### src/rtl/svfloat_add_arbiter.sv
// Round-robin arbiter sharing one svfloat_add between NUM_REQ valid/ready requesters,
// with an ID pipe that follows the adder and a credit-protected result FIFO.
// Latency: issue -> res_valid is LATENCY + 1 cycles minimum.
// Backpressure: res_ready low holds results; credits stop issue once FIFO_DEPTH ops are outstanding.
//
// Ports:
//   clk, rst               clock, asynchronous active-high reset
//   req_valid/req_ready    per-requester handshake (req_ready is the one-hot grant)
//   req_sub                per-requester subtract select (flips the rhs sign)
//   req_lhs/req_rhs        per-requester operands, packed by requester index
//   add_lhs/add_rhs        operands driven into the shared svfloat_add
//   add_res                result returned by svfloat_add, LATENCY cycles later
//   res_valid/res_ready    result handshake at the FIFO head
//   res_id/res_data        requester index and result at the FIFO head

package svfloat;
  typedef struct packed {
    logic        sign;
    logic [7:0]  exp;
    logic [22:0] frac;
  } float32;
endpackage

module svfloat_add_arbiter #(
  parameter type float = svfloat::float32,
  parameter int NUM_REQ = 4,
  parameter int LATENCY = 0,
  parameter int FIFO_DEPTH = 4,
  localparam int ID_W = (NUM_REQ > 1) ? $clog2(NUM_REQ) : 1
) (
  input  logic                                 clk,
  input  logic                                 rst,
  input  logic [NUM_REQ-1:0]                   req_valid,
  output logic [NUM_REQ-1:0]                   req_ready,
  input  logic [NUM_REQ-1:0]                   req_sub,
  input  logic [NUM_REQ-1:0][$bits(float)-1:0] req_lhs,
  input  logic [NUM_REQ-1:0][$bits(float)-1:0] req_rhs,
  output float                                 add_lhs,
  output float                                 add_rhs,
  input  float                                 add_res,
  output logic                                 res_valid,
  input  logic                                 res_ready,
  output logic [ID_W-1:0]                      res_id,
  output float                                 res_data
);

  localparam int FW = $bits(float);
  localparam int CW = $clog2(FIFO_DEPTH + 1);
  localparam int PW = (FIFO_DEPTH > 1) ? $clog2(FIFO_DEPTH) : 1;

  // ---------------------------------------------------------------------------
  // Arbitration
  // ---------------------------------------------------------------------------
  logic [ID_W-1:0] rr_ptr;
  logic [ID_W-1:0] grant;
  logic            found;
  logic            issue;
  logic [CW-1:0]   credits;
  logic            pop;
  int              idx;

  // First valid requester at or above rr_ptr, wrapping past NUM_REQ-1.
  always_comb begin
    grant = '0;
    found = 1'b0;
    idx   = 0;
    for (int i = 0; i < NUM_REQ; i++) begin
      idx = int'(rr_ptr) + i;
      if (idx >= NUM_REQ) begin
        idx = idx - NUM_REQ;
      end
      if (!found && req_valid[ID_W'(idx)]) begin
        found = 1'b1;
        grant = ID_W'(idx);
      end
    end
  end

  // Credits already cover every in-flight op, so a grant can never overflow the FIFO.
  assign issue = (credits != '0) && (|req_valid);

  always_comb begin
    req_ready = '0;
    if (issue) begin
      req_ready[grant] = 1'b1;
    end
  end

  always_ff @(posedge clk or posedge rst) begin
    if (rst) begin
      rr_ptr <= '0;
    end else if (issue) begin
      rr_ptr <= (grant == ID_W'(NUM_REQ - 1)) ? '0 : grant + 1'b1;
    end
  end

  // ---------------------------------------------------------------------------
  // Adder drive: subtraction is an addition with the rhs sign bit flipped
  // ---------------------------------------------------------------------------
  logic [FW-1:0] lhs_bits;
  logic [FW-1:0] rhs_bits;

  always_comb begin
    lhs_bits = '0;
    rhs_bits = '0;
    if (issue) begin
      lhs_bits         = req_lhs[grant];
      rhs_bits         = req_rhs[grant];
      rhs_bits[FW-1]   = req_rhs[grant][FW-1] ^ req_sub[grant];
    end
  end

  assign add_lhs = float'(lhs_bits);
  assign add_rhs = float'(rhs_bits);

  // ---------------------------------------------------------------------------
  // ID pipe: mirrors the adder stages so the result and its owner arrive together
  // ---------------------------------------------------------------------------
  logic            wr_en;
  logic [ID_W-1:0] wr_id;

  generate
    if (LATENCY == 0) begin : g_no_pipe
      assign wr_en = issue;
      assign wr_id = grant;
    end else begin : g_pipe
      logic [LATENCY-1:0]           pipe_vld;
      logic [LATENCY-1:0][ID_W-1:0] pipe_id;

      // No stall: the adder itself cannot stall, so neither can its shadow.
      always_ff @(posedge clk or posedge rst) begin
        if (rst) begin
          pipe_vld <= '0;
          pipe_id  <= '0;
        end else begin
          pipe_vld[0] <= issue;
          pipe_id[0]  <= grant;
          for (int s = 1; s < LATENCY; s++) begin
            pipe_vld[s] <= pipe_vld[s-1];
            pipe_id[s]  <= pipe_id[s-1];
          end
        end
      end

      assign wr_en = pipe_vld[LATENCY-1];
      assign wr_id = pipe_id[LATENCY-1];
    end
  endgenerate

  // ---------------------------------------------------------------------------
  // Credits: one per FIFO slot; taken at issue, returned at pop
  // ---------------------------------------------------------------------------
  always_ff @(posedge clk or posedge rst) begin
    if (rst) begin
      credits <= CW'(FIFO_DEPTH);
    end else if (issue && !pop) begin
      credits <= credits - 1'b1;
    end else if (pop && !issue) begin
      credits <= credits + 1'b1;
    end
  end

  // ---------------------------------------------------------------------------
  // Result FIFO: head is read straight from storage flops, so a write is
  // visible on res_* the following cycle
  // ---------------------------------------------------------------------------
  logic [FW-1:0]   mem_dat [FIFO_DEPTH];
  logic [ID_W-1:0] mem_id  [FIFO_DEPTH];
  logic [PW-1:0]   wr_ptr;
  logic [PW-1:0]   rd_ptr;
  logic [CW-1:0]   count;

  assign pop = res_valid && res_ready;

  always_ff @(posedge clk or posedge rst) begin
    if (rst) begin
      wr_ptr <= '0;
      rd_ptr <= '0;
      count  <= '0;
      for (int i = 0; i < FIFO_DEPTH; i++) begin
        mem_dat[i] <= '0;
        mem_id[i]  <= '0;
      end
    end else begin
      if (wr_en) begin
        mem_dat[wr_ptr] <= add_res;
        mem_id[wr_ptr]  <= wr_id;
        wr_ptr          <= (wr_ptr == PW'(FIFO_DEPTH - 1)) ? '0 : wr_ptr + 1'b1;
      end
      if (pop) begin
        rd_ptr <= (rd_ptr == PW'(FIFO_DEPTH - 1)) ? '0 : rd_ptr + 1'b1;
      end
      if (wr_en && !pop) begin
        count <= count + 1'b1;
      end else if (pop && !wr_en) begin
        count <= count - 1'b1;
      end
    end
  end

  assign res_valid = (count != '0);
  assign res_id    = mem_id[rd_ptr];
  assign res_data  = float'(mem_dat[rd_ptr]);

  // A write into a full FIFO would mean the credit accounting is broken.
  a_no_overflow: assert property (@(posedge clk) disable iff (rst)
    !(wr_en && (count == CW'(FIFO_DEPTH)) && !pop));

endmodule

### config.mk
export PLATFORM = sky130hd
export DESIGN_NAME = svfloat_add_arbiter
export DESIGN_NICKNAME = d
export VERILOG_FILES = /design/src/rtl/svfloat_add_arbiter.sv
export SDC_FILE = /design/constraint.sdc
export NUM_CORES = 1
export LEC_CHECK = 0
export CORE_ASPECT_RATIO = 1.5
export CORE_MARGIN = 1.5
export CORE_UTILIZATION = 30
export DETAILED_ROUTE_END_ITERATION = 10
export DONT_BUFFER_PORTS = 1
export HOLD_SLACK_MARGIN = 0.05
export PLACE_DENSITY = 0.48
export SLEW_MARGIN = 20
export SYNTH_ARGS = -nofsm -noshare
export SYNTH_HDL_FRONTEND = slang
export SYNTH_SLANG_ARGS = --single-unit
### constraint.sdc
create_clock -name clk -period 6.1 [get_ports clk]
set_input_delay 1.22 -clock clk [delete_from_list [all_inputs] [get_ports clk]]
set_output_delay 1.22 -clock clk [all_outputs]
set_load 0.005 [all_outputs]
==> reports/qor.txt <==
Status: completed
Pre-antenna DRT Iters: 4
Initial Util: 30.4%
# DRC: 0
Transition time at the pin with the least slew margin: 0.790 ns
Number of max-cap violations: 0
Placeable core region: 0.0287 mm^2
Number of distinct library cells after synthesis: 37
Die Area: 0.0302 mm^2
Maximum fanout encountered on the critical timing path: 63
Startpoint types: primary input
Fraction of the cycle the final worst path needs: 70.0%
Static leakage power: 4.03 nW
Combinational fraction of design power: 48.3%
Synthesis-stage register bit count: 148
Final-layout setup total negative slack: 0 ns
Power per Cell Area: 577 mW/mm^2
Cell area after technology mapping: 0.00873 mm^2
Height of the die: 212 um
Part of the Yosys area used for sequential elements: 42.4%
Number of setup violations in the final report: 0
Hold-fix buffers at CTS: 0
IO Pins: 402
Number of global-route vias before repair: 5995
Mapped Nets: 947
Cell area after layout: 0.00947 mm^2
Unrepaired setup endpoints after global routing: no
Number of routed nets with antenna violations: 0
CTS tree: built
Wire length of the first global-routing pass: 43.3 mm
Capturing element type of the critical path: primary output
Worst hold-check path type: reg -> reg
Hold Crit Start: count[2]
CP Launch Point: req_valid[2]
Switch share: 38.2%
Final global-route overflow total: 0
Number of buffers created by CTS: 17
Count of cells resized by post-cts repair: 0
Final hold violation count: 0
Worst Setup Slack, final: 1.83 ns
Post-layout util: 33.0%
Number of warnings reported in the yosys synthesis log: 0
Instance area after placement: 0.00885 mm^2
Achievable clock frequency: 234 MHz
Arrival @ worst endpoint: 3.05 ns
Combined global-route utilization of all metal layers: 20.7%
Fraction of final layout cells sized beyond drive strength 1: 14.1%
Half-perimeter wire length after placement: 24.6 mm
Maximum number of pins on one net before global-route repair: 90
Number of levels the H-tree was split into: 4
Post-Route Skew: 0.00911 ns
VDD IR max: 0.216 mV
Post-CTS Setup Bufs: 0
Die outline width: 142 um
Sink count of the clock tree: 148
Total length of routed wires: 31.2 mm
Clock network latency to the later pin of the worst-skew pair: 0.42 ns
Average instance area after synthesis: 13.7 um^2
Initial detailed-routing violation count: 210
Number of antenna violations at the first check in global routing: 15
Place WS: 1.52 ns
Internal Pwr Total: 3.38 mW
Req. time, crit path: 4.88 ns
Area growth syn-to-layout: 8.47%
Vias per inst: 5.44
Routed length per placed instance: 30.5 um
Row count: 76
CTS root buffer: clkbuf_16
Deepest clock path buffer count: 2
Clk network pwr share: 19.3%
Number of instances in the synthesized netlist: 636
Kind of critical path: in -> out
Final slew viol count: 0
Quantity of I/O buffers inserted on ports: 0
Number of vias in the routed layout: 5559
Smallest hold slack: 0.480 ns
Clock transition at the registers of the reported paths: 0.06 ns
Fin nets: 925
Routability Congestion: 0.917
Share of total power in sequential cells: 32.4%
Shortest period the worst path allows: 4.27 ns
Critical R2R Launch: credits[0]
Net switching power: 2.09 mW
Worst slew margin relative to its limit: 47.3%
critical path, cell delays in order:
cell      delay [ns]
nand2b_1        0.04
a21o_1          0.18
o221a_4         0.14
inv_6           0.54
buf_12          0.37
mux2i_1         0.32
o22ai_1         0.14
cell usage in the layout (no fill, tap or decap), types with 2 or more instances in the layout:
| cell type | count |
|---|---|
| and2_1 | 4 |
| mux2i_1 | 130 |
| mux4_2 | 34 |
| a21oi_1 | 3 |
| clkbuf_16 | 17 |
| nand2_8 | 4 |
| clkbuf_8 | 5 |
| mux2_2 | 3 |
| a21o_1 | 2 |
| bufinv_16 | 2 |
| ha_1 | 10 |
| o22ai_1 | 64 |
| diode_2 | 6 |
| nand2_1 | 12 |
| clkinv_2 | 3 |
| nor3_1 | 2 |
| xnor2_1 | 2 |
| nand2_4 | 2 |
| mux2_1 | 128 |
| xor2_1 | 8 |
| dfrtp_2 | 2 |
| inv_1 | 6 |
| nor2_1 | 4 |
| clkbuf_1 | 2 |
| fa_1 | 2 |
| inv_6 | 3 |
| o21ai_0 | 2 |
| o21ai_1 | 8 |
| buf_4 | 6 |
| dfrtp_1 | 145 |
cell families after synthesis:
logic type | after synthesis | share of synthesized area (%)
compound gates | 82 | 5.92
xor+xnor | 10 | 1.00
fa+ha+maj | 12 | 1.89
buf+inv | 57 | 5.53
flops | 148 | 42.4
mux | 295 | 40.6
simple gates | 32 | 2.67
final timing paths:
kind,end,slack (ns),depth (start not counted)
setup reg to reg,count[1],3.64,6
max in group asynchronous,mem_dat[88],4.01,2
min in group asynchronous,mem_dat[14],0.83,1
hold / removal,count[2],0.48,1
setup / recovery,add_lhs[10],1.83,7
hold reg to reg,count[2],0.48,1
stage by stage:
stage          instances  power, mW
6_report            1022       5.47
5_1_grt             1017       5.85
4_1_cts             1016       5.58
3_5_place_dp         985       4.51
3_3_place_gp         985       4.36
2_1_floorplan        636       3.99
cell usage after synthesis:
master / n / area, um^2
dfrtp_1: 147 / 3680
mux2i_1: 130 / 1300
mux2_1: 128 / 1440
o22ai_1: 64 / 400
mux4_2: 34 / 766
buf_2: 20 / 100
buf_6: 12 / 135
nand2_1: 12 / 45.0
ha_1: 10 / 125
o21ai_1: 8 / 40.0
xor2_1: 8 / 70.1
buf_12: 7 / 140
inv_1: 7 / 26.3
clkbuf_4: 6 / 45.0
and2_1: 4 / 25.0
nand2_8: 4 / 80.1
nor2_1: 4 / 15.0
a21oi_1: 3 / 15.0
mux2_2: 3 / 33.8
a21o_1: 2 / 15.0
clkbuf_1: 2 / 7.51
fa_1: 2 / 40.0
nand2_2: 2 / 12.5
nor3_1: 2 / 10.0
o21ai_0: 2 / 10.0
xnor2_1: 2 / 17.5
buf_8: 1 / 15.0
clkinv_2: 1 / 5.00
dfstp_2: 1 / 26.3
inv_6: 1 / 8.76
nand2b_1: 1 / 6.26
nor2_8: 1 / 20.0
nor4_2: 1 / 12.5
o21a_1: 1 / 7.51
o221a_4: 1 / 20.0
o22a_1: 1 / 8.76
or3_1: 1 / 6.26
registers in the layout (all words and copies together), names as in the netlist:
name     flops
rd_ptr       2
rr_ptr       2
count        3
mem_id       8
mem_dat    128
wr_ptr       2
credits      3
per-layer routing:
layer	vias up	GRT usage [%]	part of all wire, %
li1	2376	-	-
met1	2812	22.2	35
met2	297	35.0	49
met3	54	11.4	13
met4	20	6.04	1.9
met5	-	0	0.41
power groups by stage:
stage                     registers (mW)  clock network, mW  logic, mW
final                               1.77               1.05       2.64
after global routing                1.83               1.12       2.90
after CTS                           1.78               1.08       2.72
after detailed placement            1.79                  0       2.72
after global placement              1.73                  0       2.63
after floorplan                     1.69                  0       2.30
final cells by class:
type	count	area (um^2)
Clock buffer	24	502
Multi-Input combinational cell	431	4550
Clock inverter	7	95.1
Tap cell	390	488
Antenna cell	6	15.0
Fill cell	2832	19200
Timing Repair Buffer	7	65.1
Inverter	9	45.0
Sequential cell	148	3710
No activity file was read; power rests on OpenSTA's default activity.
